### src/rtl/ahb_gpio_ctrl.sv
// AHB-Lite GPIO slave: byte-lane writable output register with set/clear aliases,
// synchronised inputs and per-bit rising-edge interrupt capture (W1C status).
module ahb_gpio_ctrl #(
  parameter int                   OUT_WIDTH   = 8,
  parameter int                   IN_WIDTH    = 10,
  parameter logic [OUT_WIDTH-1:0] OUT_RESET   = {OUT_WIDTH{1'b1}},
  parameter int                   SYNC_STAGES = 2
) (
  input  logic                 HCLK,
  input  logic                 HRESETn,
  input  logic                 HSEL,
  input  logic                 HREADY,
  input  logic [31:0]          HADDR,
  input  logic [1:0]           HTRANS,
  input  logic                 HWRITE,
  input  logic [2:0]           HSIZE,
  input  logic [31:0]          HWDATA,
  output logic                 HREADYOUT,
  output logic [31:0]          HRDATA,
  output logic [OUT_WIDTH-1:0] GPIO_OUT,
  input  logic [IN_WIDTH-1:0]  GPIO_IN,
  output logic                 IRQ
);

  logic                 r_hsel, r_hwrite;
  logic [4:0]           r_haddr;
  logic [1:0]           r_htrans;
  logic [2:0]           r_hsize;
  logic [OUT_WIDTH-1:0] r_dout;
  logic [IN_WIDTH-1:0]  r_irq_en, r_irq_st, r_prev;
  logic [SYNC_STAGES-1:0][IN_WIDTH-1:0] r_sync;
  logic                 r_irq;

  logic                 w_wr, w_rd;
  logic [2:0]           w_off;
  logic [3:0]           w_lane;
  logic [31:0]          w_bmask;
  logic [OUT_WIDTH-1:0] w_om, w_ow;
  logic [IN_WIDTH-1:0]  w_im, w_iw, w_din, w_rise, w_w1c;
  logic                 w_unused;

  always_ff @(posedge HCLK or negedge HRESETn) begin
    if (!HRESETn) begin
      r_hsel   <= 1'b0;
      r_haddr  <= '0;
      r_htrans <= '0;
      r_hwrite <= 1'b0;
      r_hsize  <= '0;
    end else if (HREADY) begin
      r_hsel   <= HSEL;
      r_haddr  <= HADDR[4:0];
      r_htrans <= HTRANS;
      r_hwrite <= HWRITE;
      r_hsize  <= HSIZE;
    end
  end

  assign w_off = r_haddr[4:2];
  assign w_wr  = r_hsel & r_htrans[1] & r_hwrite;
  assign w_rd  = r_hsel & r_htrans[1] & ~r_hwrite;

  // Oversized transfers (HSIZE>2) enable no lanes, so they write nothing.
  always_comb begin
    w_lane = '0;
    case (r_hsize)
      3'd0:    w_lane[r_haddr[1:0]] = 1'b1;
      3'd1:    w_lane = r_haddr[1] ? 4'b1100 : 4'b0011;
      3'd2:    w_lane = 4'b1111;
      default: w_lane = '0;
    endcase
  end

  assign w_bmask = {{8{w_lane[3]}}, {8{w_lane[2]}}, {8{w_lane[1]}}, {8{w_lane[0]}}};
  assign w_om    = w_bmask[OUT_WIDTH-1:0];
  assign w_ow    = HWDATA[OUT_WIDTH-1:0] & w_om;
  assign w_im    = w_bmask[IN_WIDTH-1:0];
  assign w_iw    = HWDATA[IN_WIDTH-1:0] & w_im;
  assign w_w1c   = (w_wr && w_off == 3'd5) ? w_iw : '0;

  always_ff @(posedge HCLK or negedge HRESETn) begin
    if (!HRESETn) begin
      r_dout   <= OUT_RESET;
      r_irq_en <= '0;
    end else if (w_wr) begin
      case (w_off)
        3'd0:    r_dout   <= (r_dout & ~w_om) | w_ow;
        3'd1:    r_dout   <= r_dout | w_ow;
        3'd2:    r_dout   <= r_dout & ~w_ow;
        3'd4:    r_irq_en <= (r_irq_en & ~w_im) | w_iw;
        default: ;
      endcase
    end
  end

  assign w_din  = r_sync[SYNC_STAGES-1];
  assign w_rise = w_din & ~r_prev;

  // A new edge beats a simultaneous W1C so no event is ever lost.
  always_ff @(posedge HCLK or negedge HRESETn) begin
    if (!HRESETn) begin
      r_sync   <= '0;
      r_prev   <= '0;
      r_irq_st <= '0;
      r_irq    <= 1'b0;
    end else begin
      r_sync   <= {r_sync[SYNC_STAGES-2:0], GPIO_IN};
      r_prev   <= w_din;
      r_irq_st <= (r_irq_st & ~w_w1c) | w_rise;
      r_irq    <= |(r_irq_st & r_irq_en);
    end
  end

  always_comb begin
    HRDATA = '0;
    if (w_rd) begin
      case (w_off)
        3'd0, 3'd1, 3'd2: HRDATA[OUT_WIDTH-1:0] = r_dout;
        3'd3:             HRDATA[IN_WIDTH-1:0]  = w_din;
        3'd4:             HRDATA[IN_WIDTH-1:0]  = r_irq_en;
        3'd5:             HRDATA[IN_WIDTH-1:0]  = r_irq_st;
        default:          HRDATA = '0;
      endcase
    end
  end

  assign HREADYOUT = 1'b1;
  assign GPIO_OUT  = r_dout;
  assign IRQ       = r_irq;
  assign w_unused  = ^{HADDR[31:5], r_htrans[0], HWDATA, w_bmask};

endmodule

### config.mk
export PLATFORM = sky130hd
export DESIGN_NAME = ahb_gpio_ctrl
export DESIGN_NICKNAME = d
export VERILOG_FILES = /design/src/rtl/ahb_gpio_ctrl.sv
export SDC_FILE = /design/constraint.sdc
export NUM_CORES = 1
export LEC_CHECK = 0
export CELL_PAD_IN_SITES_DETAIL_PLACEMENT = 0
export CELL_PAD_IN_SITES_GLOBAL_PLACEMENT = 1
export CORE_UTILIZATION = 31
export CTS_BUF_LIST = sky130_fd_sc_hd__clkbuf_8
export DETAILED_ROUTE_END_ITERATION = 10
export PLACE_DENSITY = 0.79
export SLEW_MARGIN = 10
export SYNTH_ARGS = -nofsm -noshare
export SYNTH_HDL_FRONTEND = slang
export SYNTH_SLANG_ARGS = --single-unit
### constraint.sdc
create_clock -name HCLK -period 5.6 [get_ports HCLK]
set_input_delay 1.12 -clock HCLK [delete_from_list [all_inputs] [get_ports HCLK]]
set_output_delay 1.12 -clock HCLK [all_outputs]
set_load 0.02 [all_outputs]
Yosys cells after proc, flatten, opt, wreduce, memory -nomap -nowiden
Cells that the tools add are included.
{"block": "classes", "eq_ne": 7, "bitwise_logic": 21, "magnitude_cmp": 2, "n_div": 0, "muxes": 9, "addsub": 0, "n_reduce_logical": 9, "shifts": 0, "multipliers": 0}
{"op": "$and 10x10->10", "count": 5}
{"op": "$pmux 8 s4", "count": 1}
{"op": "$not 10->10", "count": 3}
{"op": "$and 8x8->8", "count": 3}
{"op": "$pmux 8 s3", "count": 1}
{"op": "$mux 10", "count": 2}
{"op": "$or 10x10->10", "count": 2}
{"op": "$not 8->8", "count": 2}
{"op": "$or 8x8->8", "count": 2}
{"op": "$pmux 2 s3", "count": 2}
{"op": "$reduce_or 10->1", "count": 1}
{"op": "$eq 3x2->1 const B", "count": 3}
{"op": "$eq 3x1->1 const B", "count": 2}
{"op": "$eq 3x3->1 const B", "count": 2}
{"op": "$logic_not 3->1", "count": 2}
{"op": "$reduce_and 2->1", "count": 2}
{"op": "$and 1x1->1", "count": 3}
{"op": "$lt 2x3->1 const B", "count": 1}
{"op": "$reduce_bool 3->1", "count": 1}
{"op": "$reduce_or 3->1", "count": 1}
{"op": "$demux 1 s2", "count": 1}
{"op": "$ge 2x1->1 const B", "count": 1}
{"op": "$logic_and 1x1->1", "count": 2}
{"op": "$mux 2", "count": 1}
{"op": "2 further kinds", "count": 2}
{"block": "word_totals", "in_bits": 84, "mem_bits_rw": 0, "romBits": 0, "regBits": 71, "memories": 0, "out_inout_bits": 42, "latch_bits": 0, "wordCells": 60}

Longest topological paths before layout
{"block": "logic_depth", "ltp_word": 10, "depth_mapped": 6, "depth_no_buf": 4}

Least setup slack after synthesis
No wires, ideal clock.
{"block": "synth_path", "path_kind": "reg-to-output", "start": "register r_haddr[2]", "end": "output HRDATA[1]", "required_ns": 4.480, "path_buffers": 2, "path_stages_with_launch": 6, "slack_ns": 3.007, "arrival_time_ns": 1.473, "cell_sequence": "dfrtp_1 > buf_6 > clkbuf_1 > mux2i_1 > o22a_1 > nor2_1"}
{"block": "synth_via", "elab_chain_cells": 4, "elab_cells_between_ends": 9, "classes_between": "eq/ne: 5; mux: 2; reduce/logical: 2"}
{"element": "start, declared", "line": "26", "source": "logic [4:0] r_haddr;"}
{"element": "start signal, assigned", "line": "51", "source": "r_haddr <= HADDR[4:0];"}
{"element": "$eq 3x1->1, or another cell as far along", "line": "116", "source": "case (w_off)"}
{"element": "$reduce_or 3->1", "line": "116"}
{"element": "$pmux 8 s4 *", "line": "116"}
{"element": "$mux 10 *", "line": "115", "source": "if (w_rd) begin"}
{"element": "end, declared", "line": "19", "source": "output logic [31:0] HRDATA,"}
Every way passes the cells marked *; elsewhere a longest branch is shown, timed or not.

Worst setup path after layout
{"block": "layout_path", "start": "register r_haddr[2]", "end": "output HRDATA[3]"}
Same word-level chain as after synthesis.

==> impl_metrics.env <==
export IMPL_ios=126
export IMPL_start_util_pct=32.1
export IMPL_wl_per_cell_um=15.0
export IMPL_arrival_ns=3.01
export IMPL_setup_viol=0
export IMPL_final_antenna_net_count=0
export IMPL_root_buffer="clkbuf_8"
export IMPL_fmax_mhz=242
export IMPL_ctsHoldBuffers=0
export IMPL_endpoint_kind="output port"
export IMPL_netlist_area_um2=3130
export IMPL_coreArea_um2=9770
export IMPL_cts_clk_slew_worst_paths_ns=0.08
export IMPL_dr_pass1_iters=4
export IMPL_clkLatencyLatePin_ns=0.35
export IMPL_clock_sinks=70
export IMPL_dieArea_um2=10500
export IMPL_chipWidth_um=103
export IMPL_grtUsageTotal_pct=14.2
export IMPL_fillers=956
export IMPL_synth_top_area_share_pct=49.5
export IMPL_synth_seq_cells=70
export IMPL_r2r_start="r_haddr[4]"
export IMPL_nNetsFinal=390
export IMPL_cap_violations=0
export IMPL_worstPathRequired_ns=4.48
export IMPL_grt_max_degree=71
export IMPL_drive_above_1_share_pct=16.1
export IMPL_num_vias=2040
export IMPL_finalSetupTns_ns=0
export IMPL_hold_path_cell_count=0
export IMPL_gp_congestion=0.749
export IMPL_syn_avg_cell_area_um2=12.4
export IMPL_die_h_um=103
export IMPL_grt_antenna_before_repair=0
export IMPL_synthCells=252
export IMPL_hpwl_um=4480
export IMPL_clock_skew_ns=0.00889
export IMPL_ir_drop_mv=0.111
export IMPL_period_share_pct=73.7
export IMPL_rows=36
export IMPL_grt_pass1_wl_um=10800
export IMPL_path_class="reg -> out"
export IMPL_post_cts_resized=0
export IMPL_async_flop_share_pct=100
export IMPL_hold_path_class="reg -> reg"
export IMPL_cts_tree="built"
export IMPL_ys_flop_type="dfrtp_1"
export IMPL_via_per_inst=4.59
export IMPL_start_kind="flop"
export IMPL_cts_made_buffers=9
export IMPL_rsz0062_at_grt="no"
export IMPL_yosysTopAreaCell="dfrtp_1"
export IMPL_min_to="w_din[3]"
export IMPL_cts_max_level=3
export IMPL_post_cts_buffers=0
export IMPL_startpoint="r_haddr[2]"
export IMPL_min_from="r_sync[3]"
export IMPL_antennaDiodeCount=0
export IMPL_status="finished clean"
export IMPL_finalWirelength_um=6670
export IMPL_numPortBuffers=52
export IMPL_power_leakage_nw=1.63
export IMPL_finalMaxSlewViolations=0
export IMPL_synth_edff_count=0
export IMPL_finalHoldViolations=0
export IMPL_synth_cell_type_count=38
export IMPL_grt_ovfl_total=0
export IMPL_yosys_warnings=0
export IMPL_clockBufferDepth=2
export IMPL_p_per_area_nw_per_um2=319
export IMPL_slew_headroom_pct=40.6
export IMPL_crit_fanout=15
export IMPL_r2r_slack_ns=3.12
export IMPL_drc=0
export IMPL_tightest_slew_ns=0.891
export IMPL_detail_route_iter0_violations=80
export IMPL_hold_ws_ns=0.339
export IMPL_r2r_cells=3
export IMPL_grt_pass1_vias=2117
export IMPL_synth_area_leaders="dfrtp_1, dfstp_2, mux2i_1, buf_4, mux2_2"
export IMPL_min_period_ns=4.13
export IMPL_area_growth_pct=23.5
export IMPL_yosysSeqAreaShare_pct=56.2
metal layers:
layer | routed length, um | global-route usage, % | up-vias
li1 | - | - | 958
met4 | 115 | 5.49 | 0
met5 | 0 | 0 | -
met2 | 3000 | 21.6 | 53
met1 | 3120 | 17.9 | 1015
met3 | 423 | 5.76 | 14
cell usage in the layout (no fill, tap or decap), types with 2 or more instances in the layout:
master / count
nor2_1: 19
mux2_4: 8
mux2_2: 13
o21ba_2: 2
a21oi_1: 3
or3_1: 2
a31oi_1: 8
buf_4: 2
o22a_1: 8
o21ai_0: 3
conb_1: 23
clkinv_2: 2
a22o_1: 9
nand2b_1: 10
a22oi_1: 3
o31ai_1: 2
nand2_1: 7
dfstp_2: 8
dfrtp_1: 62
nor2b_1: 9
inv_1: 7
o2111ai_1: 3
mux2i_1: 18
nand4_1: 6
clkbuf_8: 9
clkdlybuf4s50_1: 51
cell usage after synthesis, types with 2 or more instances:
cell,count
nor2_1,19
nand2_1,7
mux2_4,8
buf_1,2
o22a_1,8
nand4_1,6
a21oi_1,3
buf_4,23
mux2_2,13
o2111ai_1,3
a22oi_1,3
dfrtp_1,62
a22o_1,9
nand2b_1,10
o21ai_0,3
or3_1,2
clkbuf_1,4
o21ba_2,2
mux2i_1,18
conb_1,2
inv_1,4
buf_6,2
o31ai_1,2
nor2b_1,9
dfstp_2,8
a31oi_1,8
power by group:
| part | switching, W | internal, W | total, W |
|---|---|---|---|
| Combinational | 0.000111 | 0.000125 | 0.000235 |
| Clock | 0.000185 | 0.000199 | 0.000385 |
| Sequential | 0.0000498 | 0.000565 | 0.000615 |
how the worst max path moves through the flow:
stage	endpoint
floorplan	HRDATA[1]
global placement	HRDATA[7]
detailed placement	HRDATA[3]
CTS	HRDATA[7]
global route	HRDATA[6]
finish	HRDATA[3]
layout make-up:
| class | instances | area [um^2] | area share (%) |
|---|---|---|---|
| Timing Repair Buffer | 54 | 531 | 13.7 |
| Tap cell | 133 | 166 | 4.30 |
| Multi-Input combinational cell | 167 | 1210 | 31.3 |
| Clock inverter | 7 | 58.8 | 1.52 |
| Inverter | 4 | 15.0 | 0.388 |
| Clock buffer | 9 | 124 | 3.20 |
| Sequential cell | 70 | 1760 | 45.5 |
cells by family after synthesis:
logic type / Yosys count / share of synthesized area [%]
simple gates: 59 / 10.4
buf+inv: 36 / 7.59
compound gates: 45 / 11.0
flops: 70 / 56.2
other cells: 2 / 0.240
mux: 39 / 14.3
xor+xnor: 1 / 0.280
metrics by stage:
step	std cells	power, W	worst slack, ns	area (um^2)	utilization, %
after floorplan	273	0.000771	3.01	3210	-
final	444	0.00124	1.47	3870	39.6
after global routing	444	0.00130	1.30	3870	39.6
after CTS	444	0.00125	1.48	3870	39.6
after detailed placement	428	0.000860	1.87	3690	37.7
after global placement	428	0.000855	1.86	3690	37.7
critical path, cell delays in order (launching register included):
cell	delay, ns
dfrtp_1	0.85
nand2_1	0.62
mux2i_1	0.24
o22a_1	0.19
nor2_1	0.13
clkdlybuf4s50_1	0.63
(Power assumes the default switching activity.)
==> edit 1: new RTL, same settings <==
Set the parameter `SYNC_STAGES` to 4 (it was 2).
--- a/src/rtl/ahb_gpio_ctrl.sv
+++ b/src/rtl/ahb_gpio_ctrl.sv
@@ -4,7 +4,7 @@
   parameter int                   OUT_WIDTH   = 8,
   parameter int                   IN_WIDTH    = 10,
   parameter logic [OUT_WIDTH-1:0] OUT_RESET   = {OUT_WIDTH{1'b1}},
-  parameter int                   SYNC_STAGES = 2
+  parameter int                   SYNC_STAGES = 4
 ) (
   input  logic                 HCLK,
   input  logic                 HRESETn,
Check against the original RTL: not equivalent (Yosys sat finds a counterexample within 4 cycles, from zero or initial values and one cycle with HRESETn low).
==> edit 1 against the original RTL <==
Core utilization down 1.4 points; setup slack worse by 0.019 ns; area after synthesis up 16%; first-iteration DRC count rose by 2.5%; sequential cell count up 20; cell area grew 13%; total power grew 13%; global-route usage down 0.44 points; routed wire length increased by 12%.
==> edit 1: results <==
[layout]
layout-drive-gt1-share_pct = 14.8
fillers = 1099
final_cells = 473

[synth]
synthTopCellsByArea = dfrtp_1 (56%), dfstp_2 (5.8%), mux2i_1 (5.0%)
postSynthAreaPerCell_um2 = 13.4
muxShareOfSynthArea_pct = 12.3
synth_xor_area_share_pct = 0.241
ys_seq_area_share_pct = 62.3
async_flop_share_pct = 100
synth_top_area_share_pct = 56.5
synthTopCellsByCount = dfrtp_1 (82), buf_4 (23), nor2_1 (19)

[placed_design]
hpwl_um = 4900
gp_congestion = 0.751

[drt]
wl_met2_um = 3520
drt_iter0_markers = 82
drt-met1-wl_um = 3330
routed-wl-met3_um = 510
vias = 2214
routed_wl_um = 7470

[global_routing]
grt_max_degree = 91
grt_usage_pct = 13.7
grt_pass1_wl_um = 12000
first_global_vias = 2267

[power_and_ir_drop]
peakVddDrop_mv = 0.134
cellLeakagePower_uw = 0.00185

[sta]
fin_skew_ns = 0.00919

[setup_path]
cp_slowest_stage_delay_ns = 0.83
r2r_slack_ns = 3.13

[min_path]
hold_class = reg2reg
hold_end = r_sync[28]

[status]
outcome = finished clean
[edit 1: cell count changes in the layout (fill, tap and decap cells not counted), sizes merged]
cell,delta
buf,-1
clkinvlp,+1
dfrtp,+20
bufinv,-1
[edit 1: power by group]
| part | internal (uW) | total, uW | switching (uW) |
|---|---|---|---|
| Combinational | 124 | 244 | 119 |
| Sequential | 716 | 765 | 49.4 |
| Clock | 156 | 380 | 224 |
| Total | 997 | 1390 | 393 |
[edit 1: worst max path at each step]
| stage | start | to | slack, ns | cells after the start |
|---|---|---|---|---|
| after floorplan | r_haddr[2] | HRDATA[1] | 3.01 | 5 |
| after global placement | r_haddr[2] | HRDATA[5] | 1.81 | 5 |
| after detailed placement | r_haddr[2] | HRDATA[5] | 1.85 | 5 |
| after CTS | r_haddr[2] | HRDATA[5] | 1.42 | 5 |
| after global routing | r_haddr[2] | HRDATA[7] | 1.26 | 5 |
| final | r_haddr[2] | HRDATA[5] | 1.45 | 5 |
[edit 1: area by class of cell]
cell class                 instances  area share [%]
sequential                        90            51.9
multi-input combinational        167            27.8
timing repair buffer              53            12.1
tap                              143            4.11
clock buffer                       9            2.84
clock inverter                     7           0.919
inverter                           4           0.345
[edit 1: kinds of logic (layout without fill, tap and decap cells)]
| kind of cell | after synthesis | after routing |
|---|---|---|
| flip-flops | 90 | 90 |
| AO/OA/AOI/OAI | 45 | 45 |
| multiplexers | 39 | 39 |
| XOR/XNOR | 1 | 1 |
| other | 2 | 23 |
| buffers and inverters | 36 | 73 |
| AND/OR/NAND/NOR | 59 | 59 |
[edit 1: layer usage]
layer	vias to the layer above	GRT usage [%]
met5	-	0
met4	0	4.42
met3	13	5.53
met2	81	21.4
met1	1104	17.3
li1	1016	-
[edit 1: stage by stage]
| stage | utilization, % | total power [uW] | instance area, um2 | hold WS [ns] | setup WS [ns] |
|---|---|---|---|---|---|
| floorplan | - | 927 | 3710 | 0.331 | 3.01 |
| global placement | 36.7 | 1010 | 4190 | 0.331 | 1.81 |
| detailed placement | 36.7 | 1020 | 4190 | 0.335 | 1.85 |
| CTS | 38.2 | 1410 | 4360 | 0.349 | 1.42 |
| global route | 38.2 | 1470 | 4360 | 0.357 | 1.26 |
| finish | 38.2 | 1390 | 4360 | 0.347 | 1.45 |
==> edit 2: new RTL, same settings <==
Without the edit above. Put one more register stage on the output `IRQ`, with the module's reset. The value now appears one clock later. The other outputs are not delayed to match.
--- a/src/rtl/ahb_gpio_ctrl.sv
+++ b/src/rtl/ahb_gpio_ctrl.sv
@@ -125,7 +125,13 @@
 
   assign HREADYOUT = 1'b1;
   assign GPIO_OUT  = r_dout;
-  assign IRQ       = r_irq;
+  always_ff @(posedge HCLK or negedge HRESETn) begin
+    if (!HRESETn) begin
+      IRQ <= '0;
+    end else begin
+      IRQ <= r_irq;
+    end
+  end
   assign w_unused  = ^{HADDR[31:5], r_htrans[0], HWDATA, w_bmask};
 
 endmodule
Function: changed (Yosys sat finds a counterexample within 10 cycles, from zero or initial values and one cycle with HRESETn low).
==> edit 2 against the original RTL <==
Cell count is 0.23% higher; clock skew shrank 0.0034 ns; via count shrank 0.59%; die area up 0.78%; total power up 5.0%; sequential cell count rose by 1; routed wire length shrank 0.17%; setup slack worse by 0.015 ns; critical path depth unchanged; cell area rose by 1.4%; count of clock-buffer cells in the layout stayed put; area after synthesis up 0.80%; sequential share of layout area hardly changed; largest power group unchanged.
==> edit 2: results <==
[placed_design]
hpwl_um = 4420
place_ws_ns = 1.86
gp_congestion = 0.744

[synth]
synthTopCellsByArea = dfrtp_1 (50%), dfstp_2 (6.7%), mux2i_1 (5.7%)
synth_cell_types = 38
synth_compound_area_share_pct = 10.9
synthTopCellsByCount = dfrtp_1 (63), buf_4 (23), nor2_1 (19)
synth_xor_area_share_pct = 0.277

[drt]
drt_iter0_markers = 110
via_per_inst = 4.56

[power_and_ir_drop]
cellLeakagePower_uw = 0.00164
p_clk_uw = 439
pg_seq_uw = 622
p_sw_share_pct = 27.1
peakVddDrop_mv = 0.119

[setup_path]
critPathArrivalTime_ns = 3.02

[global_routing]
grt_pass1_wl_um = 11100
first_global_vias = 2129
grt_max_degree = 72
grt_usage_pct = 14.3

[layout]
layout-drive-gt1-share_pct = 16.7
n_antenna_cell = 0
fillers = 1008
nNetsFinal = 391

[status]
outcome = finished clean

[sta]
fin_skew_ns = 0.00549
max_slew_margin_pct = 40.7

[min_path]
holdCritStartpoint = r_sync[5]
hold_end = w_din[5]
[edit 2: worst max-delay path by stage]
stage / start / to / slack (ns) / cells past startpoint
6_report: r_haddr[2] / HRDATA[6] / 1.46 / 5
5_1_grt: r_haddr[2] / HRDATA[5] / 1.30 / 5
4_1_cts: r_haddr[2] / HRDATA[6] / 1.46 / 5
3_5_place_dp: r_haddr[2] / HRDATA[3] / 1.86 / 5
3_3_place_gp: r_haddr[2] / HRDATA[6] / 1.85 / 5
2_1_floorplan: r_haddr[2] / HRDATA[1] / 3.01 / 5
[edit 2: cell families after synthesis]
group	Yosys count
flops	71
simple gates	59
compound gates	45
mux	39
buf+inv	36
other cells	2
xor+xnor	1
[edit 2: cell type report]
| class | instances | area share [%] |
|---|---|---|
| clock buffer | 9 | 3.16 |
| clock inverter | 7 | 2.26 |
| inverter | 4 | 0.383 |
| multi-input combinational | 167 | 30.9 |
| sequential | 71 | 45.5 |
| tap | 133 | 4.24 |
| timing repair buffer | 54 | 13.5 |
[edit 2: per-stage QoR]
stage	util, %	hold slack (ns)	instances	cell area (um2)	total power (uW)
6_report	40.0	0.348	445	3920	1300
5_1_grt	40.0	0.356	445	3920	1360
4_1_cts	40.0	0.348	445	3920	1320
3_5_place_dp	37.8	0.335	429	3710	867
3_3_place_gp	37.8	0.333	429	3710	863
2_1_floorplan	-	0.331	274	3240	779
[edit 2: routing by layer]
metal / vias up / GRT usage [%] / routed length, um
met3: 7 / 4.41 / 493
met2: 67 / 21.8 / 3150
met4: 0 / 6.72 / 65
li1: 960 / - / -
met1: 994 / 18.6 / 2940
met5: - / 0 / 0
[edit 2: worst max-delay path: stages, from the launching register on]
cell	delay, ns
dfrtp_1	0.85
nand2_1	0.62
mux2i_1	0.24
o22a_1	0.20
nor2_1	0.14
clkdlybuf4s50_1	0.64
